### src/rtl/uart_pkg.sv
// uart_pkg: shared state encoding and constants for the UART transmit arbiter
package uart_pkg;
  localparam int BYTE_W = 8;
  localparam int DEF_LOAD_TIMEOUT = 16;
  typedef enum logic [1:0] {
    ST_IDLE  = 2'd0,
    ST_LOAD  = 2'd1,
    ST_DRAIN = 2'd2
  } state_t;
endpackage

### src/rtl/uart_tx_arbiter_rr_pick.sv
// rr_pick: combinational round-robin picker searching upward from the slot after i_last
module rr_pick #(
  parameter int N  = 4,
  parameter int IW = 2
) (
  input  logic [N-1:0]  i_req,
  input  logic [IW-1:0] i_last,
  output logic [N-1:0]  o_gnt,
  output logic [IW-1:0] o_idx,
  output logic          o_any
);
  // walk offsets from farthest to nearest so the nearest valid slot wins
  always_comb begin
    o_gnt = '0;
    o_idx = i_last;
    o_any = |i_req;
    for (int k = N; k >= 1; k--) begin
      if (i_req[(int'(i_last) + k) % N]) begin
        o_gnt = '0;
        o_gnt[(int'(i_last) + k) % N] = 1'b1;
        o_idx = IW'((int'(i_last) + k) % N);
      end
    end
  end
endmodule

### src/rtl/uart_tx_arbiter.sv
// uart_tx_arbiter: round-robin sharing of one UART transmitter among byte producers
module uart_tx_arbiter
  import uart_pkg::*;
#(
  parameter int NUM_REQ      = 4,
  parameter int REQ_IDX_W    = 2,
  parameter int LOAD_TIMEOUT = DEF_LOAD_TIMEOUT
) (
  input  logic                      clk,
  input  logic                      reset,
  input  logic [NUM_REQ-1:0]        req_valid,
  input  logic [BYTE_W*NUM_REQ-1:0] req_data,
  output logic [NUM_REQ-1:0]        req_ready,
  output logic                      ld_tx_data,
  output logic [BYTE_W-1:0]         tx_data,
  input  logic                      tx_empty,
  output logic [REQ_IDX_W-1:0]      grant_idx,
  output logic                      busy,
  output logic                      timeout_err
);
  localparam int CW = $clog2(LOAD_TIMEOUT) + 1;
  state_t                r_state, w_next;
  logic [CW-1:0]         r_cnt;
  logic                  r_ld, r_to;
  logic [BYTE_W-1:0]     r_data;
  logic [REQ_IDX_W-1:0]  r_grant;
  logic [NUM_REQ-1:0]    w_gnt;
  logic [REQ_IDX_W-1:0]  w_idx;
  logic                  w_any, w_accept, w_expire;

  rr_pick #(.N(NUM_REQ), .IW(REQ_IDX_W)) u_pick (
    .i_req  (req_valid),
    .i_last (r_grant),
    .o_gnt  (w_gnt),
    .o_idx  (w_idx),
    .o_any  (w_any)
  );

  assign w_accept    = r_state == ST_IDLE && tx_empty && w_any;
  assign w_expire    = r_state == ST_LOAD && tx_empty && r_cnt == CW'(LOAD_TIMEOUT - 1);
  assign req_ready   = w_accept ? w_gnt : '0;
  assign ld_tx_data  = r_ld;
  assign tx_data     = r_data;
  assign grant_idx   = r_grant;
  assign busy        = r_state != ST_IDLE;
  assign timeout_err = r_to;

  // next state: accept in IDLE, leave LOAD when the UART takes the byte or the wait expires
  always_comb begin
    w_next = r_state;
    case (r_state)
      ST_IDLE:  w_next = w_accept ? ST_LOAD : ST_IDLE;
      ST_LOAD:  w_next = !tx_empty ? ST_DRAIN : (w_expire ? ST_IDLE : ST_LOAD);
      ST_DRAIN: w_next = tx_empty ? ST_IDLE : ST_DRAIN;
      default:  w_next = ST_IDLE;
    endcase
  end

  // state register
  always_ff @(posedge clk) begin
    if (reset) r_state <= ST_IDLE;
    else       r_state <= w_next;
  end

  // latch the winner's byte, drive the load strobe and time out a stuck load
  always_ff @(posedge clk) begin
    if (reset) begin
      r_data  <= '0;
      r_grant <= REQ_IDX_W'(NUM_REQ - 1);
      r_ld    <= 1'b0;
      r_cnt   <= '0;
      r_to    <= 1'b0;
    end else begin
      if (w_accept) begin
        r_data  <= req_data[int'(w_idx)*BYTE_W +: BYTE_W];
        r_grant <= w_idx;
        r_ld    <= 1'b1;
        r_cnt   <= '0;
      end else if (r_state == ST_LOAD) begin
        r_cnt <= r_cnt + 1'b1;
        if (!tx_empty || w_expire) r_ld <= 1'b0;
      end
      if (w_expire) r_to <= 1'b1;
    end
  end
endmodule

### config.mk
export PLATFORM = sky130hd
export DESIGN_NAME = uart_tx_arbiter
export DESIGN_NICKNAME = d
export VERILOG_FILES = /design/src/rtl/uart_pkg.sv /design/src/rtl/uart_tx_arbiter_rr_pick.sv /design/src/rtl/uart_tx_arbiter.sv
export SDC_FILE = /design/constraint.sdc
export NUM_CORES = 1
export LEC_CHECK = 0
export ABC_CLOCK_PERIOD_IN_PS = 3670
export BUFFER_PORTS_ARGS = -buffer_cell sky130_fd_sc_hd__buf_2
export CAP_MARGIN = 20
export CORE_ASPECT_RATIO = 1.75
export CORE_MARGIN = 5
export CORE_UTILIZATION = 48
export CTS_CLUSTER_DIAMETER = 100
export DETAILED_ROUTE_END_ITERATION = 10
export GPL_ROUTABILITY_DRIVEN = 0
export PLACE_DENSITY = 0.8
export SYNTH_ARGS = -nofsm -noshare
export SYNTH_HDL_FRONTEND = slang
export SYNTH_SLANG_ARGS = --single-unit
### constraint.sdc
create_clock -name clk -period 3.67 [get_ports clk]
set_input_delay 0.734 -clock clk [delete_from_list [all_inputs] [get_ports clk]]
set_output_delay 0.734 -clock clk [all_outputs]
set_load 0.01 [all_outputs]
== Word-level counts from Yosys, hierarchy flattened ==
Cells that the tools add are included.
Storage, ports and cells
  output and inout bits: 17
  register bits after elaboration: 19
Cells by class
  equality and inequality tests: 3
  $add $sub $neg: 5
  reductions and logical operators: 21
  magnitude comparators: 8
  bitwise operators: 4
  multiplexer cells: 37
  shifts and indexed selects: 1
Operators with widths (number)
  32-bit by 6-bit indexed part select with 8-bit output: 1
  4-bit 2-to-1 mux: 5
  1-bit 2-to-1 mux: 17
  3-bit by 4-bit less-than comparator with 1-bit output (second input constant): 4
  3-bit by 1-bit >= comparator with 1-bit output (second input constant): 4
  2-bit 2-to-1 mux: 6
  2-bit OR reduction: 5
  1-bit binary-select mux with 2-bit select: 4
  1-bit demux with 2-bit select: 4
  1-bit logical AND: 8
  2-bit one-hot mux with 3 select lines: 1
  2-bit nonzero test: 3
  5-bit by 1-bit adder with 5-bit output (second input constant): 1
  5-bit by 4-bit equality test with 1-bit output (second input constant): 1
  2-bit by 1-bit adder with 2-bit output (second input constant): 2
  2-bit adder (second input constant): 2
  1-bit AND (first input constant): 4
  4-bit OR reduction: 1
  2-bit by 1-bit equality test with 1-bit output (second input constant): 1
  2-bit equality test (second input constant): 1
  2-bit logical NOT: 1
  2-bit AND reduction: 1
  1-bit logical NOT: 1
  1-bit logical OR: 1

== Depth between registers and ports, before layout ==
  word-level depth: 12
  mapped depth: 10
  gate-level depth less buffers: 7

== Modules after synthesis ==
A second synthesis with hierarchy kept.
Second synthesis, totals
  cell total of the unflattened synthesis: 154
  area, all modules: 1458.9 um^2
Modules (own cells, without submodules)
  uart_tx_arbiter: seq. area each 380.4 um^2, times used 1, cells an instance 101, area an instance 1021.0 um^2
  rr_pick: seq. area each 0.0 um^2, times used 1, cells an instance 53, area an instance 437.9 um^2

== Least setup slack after synthesis ==
Ideal clock, no wire load.
  path type: reg2out
  start: register r_grant[0] (netlist: grant_idx[0])
  end: output req_ready[0]
  slack: 0.443 ns
  path buffers: 1
  arrival: 2.493 ns
  cell stages (with the launch flop): 9
  cell sequence: dfxtp_1 buf_6 inv_2 ha_1 mux4_2 nor2b_1 a22oi_1 a211o_1 a21oi_1
On the way
  word-level cells in the longest chain between the ends: 12
  elaborated cells on any way between the ends: 49
  classes of those cells: 4 x add/sub; 8 x order compare; 25 x mux; 4 x bitwise; 8 x reduce/logical
Ends and longest elaborated chain
  start: declaration: line uart_tx_arbiter.sv:26  | logic [REQ_IDX_W-1:0] r_grant;
  start signal: assignment: line uart_tx_arbiter.sv:69  | r_grant <= REQ_IDX_W'(NUM_REQ - 1);
  start signal: assignment: line uart_tx_arbiter.sv:76  | r_grant <= w_idx;
  2-bit by 1-bit adder with 2-bit output: line uart_tx_arbiter_rr_pick.sv:18, uart_tx_arbiter_rr_pick.sv:20
  2-bit OR reduction (no line)
  1-bit AND (no line)
  3-bit by 4-bit less-than comparator with 1-bit output (implied by the code) / 3-bit by 1-bit >= comparator with 1-bit output (equally long branches): line uart_tx_arbiter_rr_pick.sv:20  | o_gnt[(int'(i_last) + k) % N] = 1'b1;
  1-bit logical AND (implied by the code): line uart_tx_arbiter_rr_pick.sv:20
  1-bit 2-to-1 mux (implied by the code): line uart_tx_arbiter_rr_pick.sv:20
  1-bit demux with 2-bit select
  4-bit 2-to-1 mux (3 in series): line uart_tx_arbiter_rr_pick.sv:18  | if (i_req[(int'(i_last) + k) % N]) begin
  4-bit 2-to-1 mux (*): line uart_tx_arbiter_rr_pick.sv:18
  4-bit 2-to-1 mux (*): line uart_tx_arbiter.sv:41  | assign req_ready = w_accept ? w_gnt : '0;
  end: declaration: line uart_tx_arbiter.sv:13  | output logic [NUM_REQ-1:0] req_ready,
Every way passes the cells marked *; elsewhere a longest branch is shown, timed or not. The select of a mux whose other input is x is not followed.

== Worst setup path after layout ==
  start: register r_grant[0] (netlist: grant_idx[0])
  end: output req_ready[3]
Same word-level chain as after synthesis.

==> results.py <==
metrics = {
    "floorplanning": {
        "die_x_um": 50.26,
        "io_pins": 56,
        "core_area_um2": 2721,
        "die-area_um2": 4043,
        "num_rows": 25,
        "die_h_um": 80.45,
        "initial_core_util": 0.5002,
    },
    "clocking": {
        "holdBufCountCts": 0,
        "cts_buffer_depth": 2,
        "ctsResizeCount": 0,
        "numCtsBuffers": 3,
        "cts_root_buffer": "clkbuf_8",
        "clk_latency_ps": 250,
        "post_cts_buffers": 0,
        "clkSlewWorstSetupHoldPaths_ps": 60,
        "cts-htree-levels": 1,
        "cts_tree": "done",
        "cts.sinks": 19,
    },
    "worst_setup_path": {
        "cp_max_fo": 6,
        "critPathCaptureType": "primary output",
        "cp-start-kind": "flop",
        "worstPathRequired_ps": 2940,
        "worst-setup-path-type": "flop to primary output",
        "arrival_ps": 2720,
    },
    "finish": {
        "design_area_um2": 1682,
        "nets": 246,
        "antennaDiodeCount": 0,
        "stdcell_count": 225,
        "final_cell_mix": "buf_2, mux2i_1, dfxtp_1, nand2_1, nor2_1",
        "drive_gt1_frac": 0.3586,
        "layout_commonest_cell": "buf_2",
        "fillCellCount": 245,
        "post-route-util": 0.6179,
        "areaGrowthSynthToFinish_pct": 23.53,
    },
    "timing": {
        "hold_viol_final": 0,
        "tightest_slew_ps": 690.2,
        "maxSlewHeadroom": 0.5398,
        "hold-worst-slack_ps": 463.2,
        "timing.setup.tns_ps": 0,
        "post-route-min-period_ps": 3459,
        "finalCritPeriodShare": 0.9425,
        "slew_viol_final": 0,
        "fin_skew_ps": 3.907,
        "fin_ws_ps": 211.1,
        "setup_viol": 0,
        "rsz0062_at_grt": "no",
        "max_freq_mhz": 289.1,
    },
    "placed_design": {
        "place_hpwl_um": 2791,
        "dpl_cell_area_um2": 1637,
        "port_buffers": 55,
        "pre_cts_ws_ps": 484.2,
        "dp_cells": 221,
    },
    "power_and_ir_drop": {
        "ir_worst_vdd_mv": 0.3488,
        "internal_power_uw": 539.1,
        "swShare": 0.3837,
        "p_leak_nw": 0.8325,
        "pwr_density_cell_nw_per_um2": 520.1,
        "seqPwrFrac": 0.290,
        "netSwitchingPower_uw": 335.6,
        "total_power_uw": 874.7,
        "clock_power_share": 0.159,
        "comb_power_share": 0.551,
    },
    "logic_synthesis": {
        "ys_seq_elements": 19,
        "yosysSeqAreaShare": 0.2794,
        "syn-cell-area_um2": 1361,
        "synth_edf_count": 0,
        "yosys_warnings": 0,
        "avgSynthCellArea_um2": 9.388,
        "synth-async-reset-ratio": 0,
        "synthCells": 145,
        "yosys.cell_types.count": 37,
        "syn-num-nets": 192,
        "synth-main-ff-cell": "dfxtp_1",
    },
    "routing": {
        "vias": 1283,
        "drt-initial-drc-count": 16,
        "drt.antenna.violating_nets": 0,
        "drc": 0,
        "drt-total-wl_um": 3393,
        "wl_per_cell_um": 15.08,
        "viasPerCell": 5.702,
        "drt-pass1-iter-count": 4,
    },
    "global_routing": {
        "grt_pass1_wl_um": 5464,
        "gr-usage-all-layers": 0.1670,
        "antenna_found_initial": 0,
        "grt_pass1_vias": 1256,
        "grt.overflow.total": 0,
        "grt_max_degree": 17,
    },
    "outcome": {
        "status": "complete, no violations",
    },
    "hold_path": {
        "hold_path.class": "flop to flop",
    },
    "job": {
        "drv_cap": 0,
    },
}
power by group through the flow:
stage	Sequential (mW)	Clock [mW]	Combinational (mW)
after global routing	0.257	0.153	0.530
after CTS	0.253	0.144	0.489
after global placement	0.256	0	0.469
after detailed placement	0.258	0	0.489
after floorplan	0.273	0	0.368
final	0.254	0.139	0.482
worst paths after layout:
kind	from	endpoint	slack, ps	cells past startpoint
setup / recovery	grant_idx[0]	req_ready[3]	210	8
setup reg to reg	grant_idx[0]	tx_data[2]	1080	7
hold / removal	tx_data[5]	tx_data[5]	460	2
hold reg to reg	tx_data[5]	tx_data[5]	460	2
cells by family (layout without fill, tap and decap cells):
family	after synthesis	after routing	synth area share
xor+xnor	6	6	0.05240
buf+inv	12	65	0.04687
fa+ha+maj	8	8	0.07353
simple gates	40	40	0.1360
mux	27	27	0.2289
flops	19	19	0.2794
compound gates	33	33	0.1829
state kept, by name, indices dropped and copies added (netlist names):
name and flops:
timeout_err 1, grant_idx 2, ld_tx_data 1, r_cnt 5, tx_data 8, r_state 2
synth_stat cells, types with 2 or more instances:
cell,instances,area [um^2]
a21oi_1,7,35.03
inv_1,2,7.510
nand2_1,15,56.30
mux4_2,3,67.56
ha_1,8,100.1
o21ai_0,2,10.01
dfxtp_1,19,380.4
mux2i_1,21,210.2
nand2b_1,2,12.51
xor2_1,2,17.52
nor2_1,13,48.80
mux2_2,2,22.52
a211o_1,4,35.03
a22oi_1,4,30.03
o221ai_1,8,70.07
nor4_1,2,12.51
a221oi_1,2,17.52
nor2b_1,2,12.51
buf_2,3,15.01
inv_2,2,7.510
xnor2_1,3,26.28
buf_6,2,22.52
clkbuf_1,3,11.26
critical path, cell delays in order, from the launching register on:
cell     delay [ps]
dfxtp_1         340
inv_2           100
ha_1            410
mux4_2          620
nor2b_1         270
a22oi_1         120
a211o_1         310
a21oi_1         160
buf_2           150
area by class of cell:
type / count / area (um^2) / area share
Tap cell: 27 / 33.78 / 0.02009
Multi-Input combinational cell: 114 / 917.1 / 0.5454
Timing Repair Buffer: 57 / 290.3 / 0.1726
Inverter: 4 / 15.01 / 0.008929
Sequential cell: 19 / 380.4 / 0.2262
Clock buffer: 4 / 45.04 / 0.02679
metal layers:
layer | GRT usage | vias to the layer above | share of wire | wire length [um]
li1 | - | 648 | - | -
met1 | 0.1786 | 602 | 0.36 | 1230
met2 | 0.3174 | 31 | 0.58 | 1975
met3 | 0.02783 | 2 | 0.050 | 170
met4 | 0.05249 | 0 | 0.0047 | 16
met5 | 0 | - | 0 | 0
Note: power is estimated with default switching activity, not from simulation.
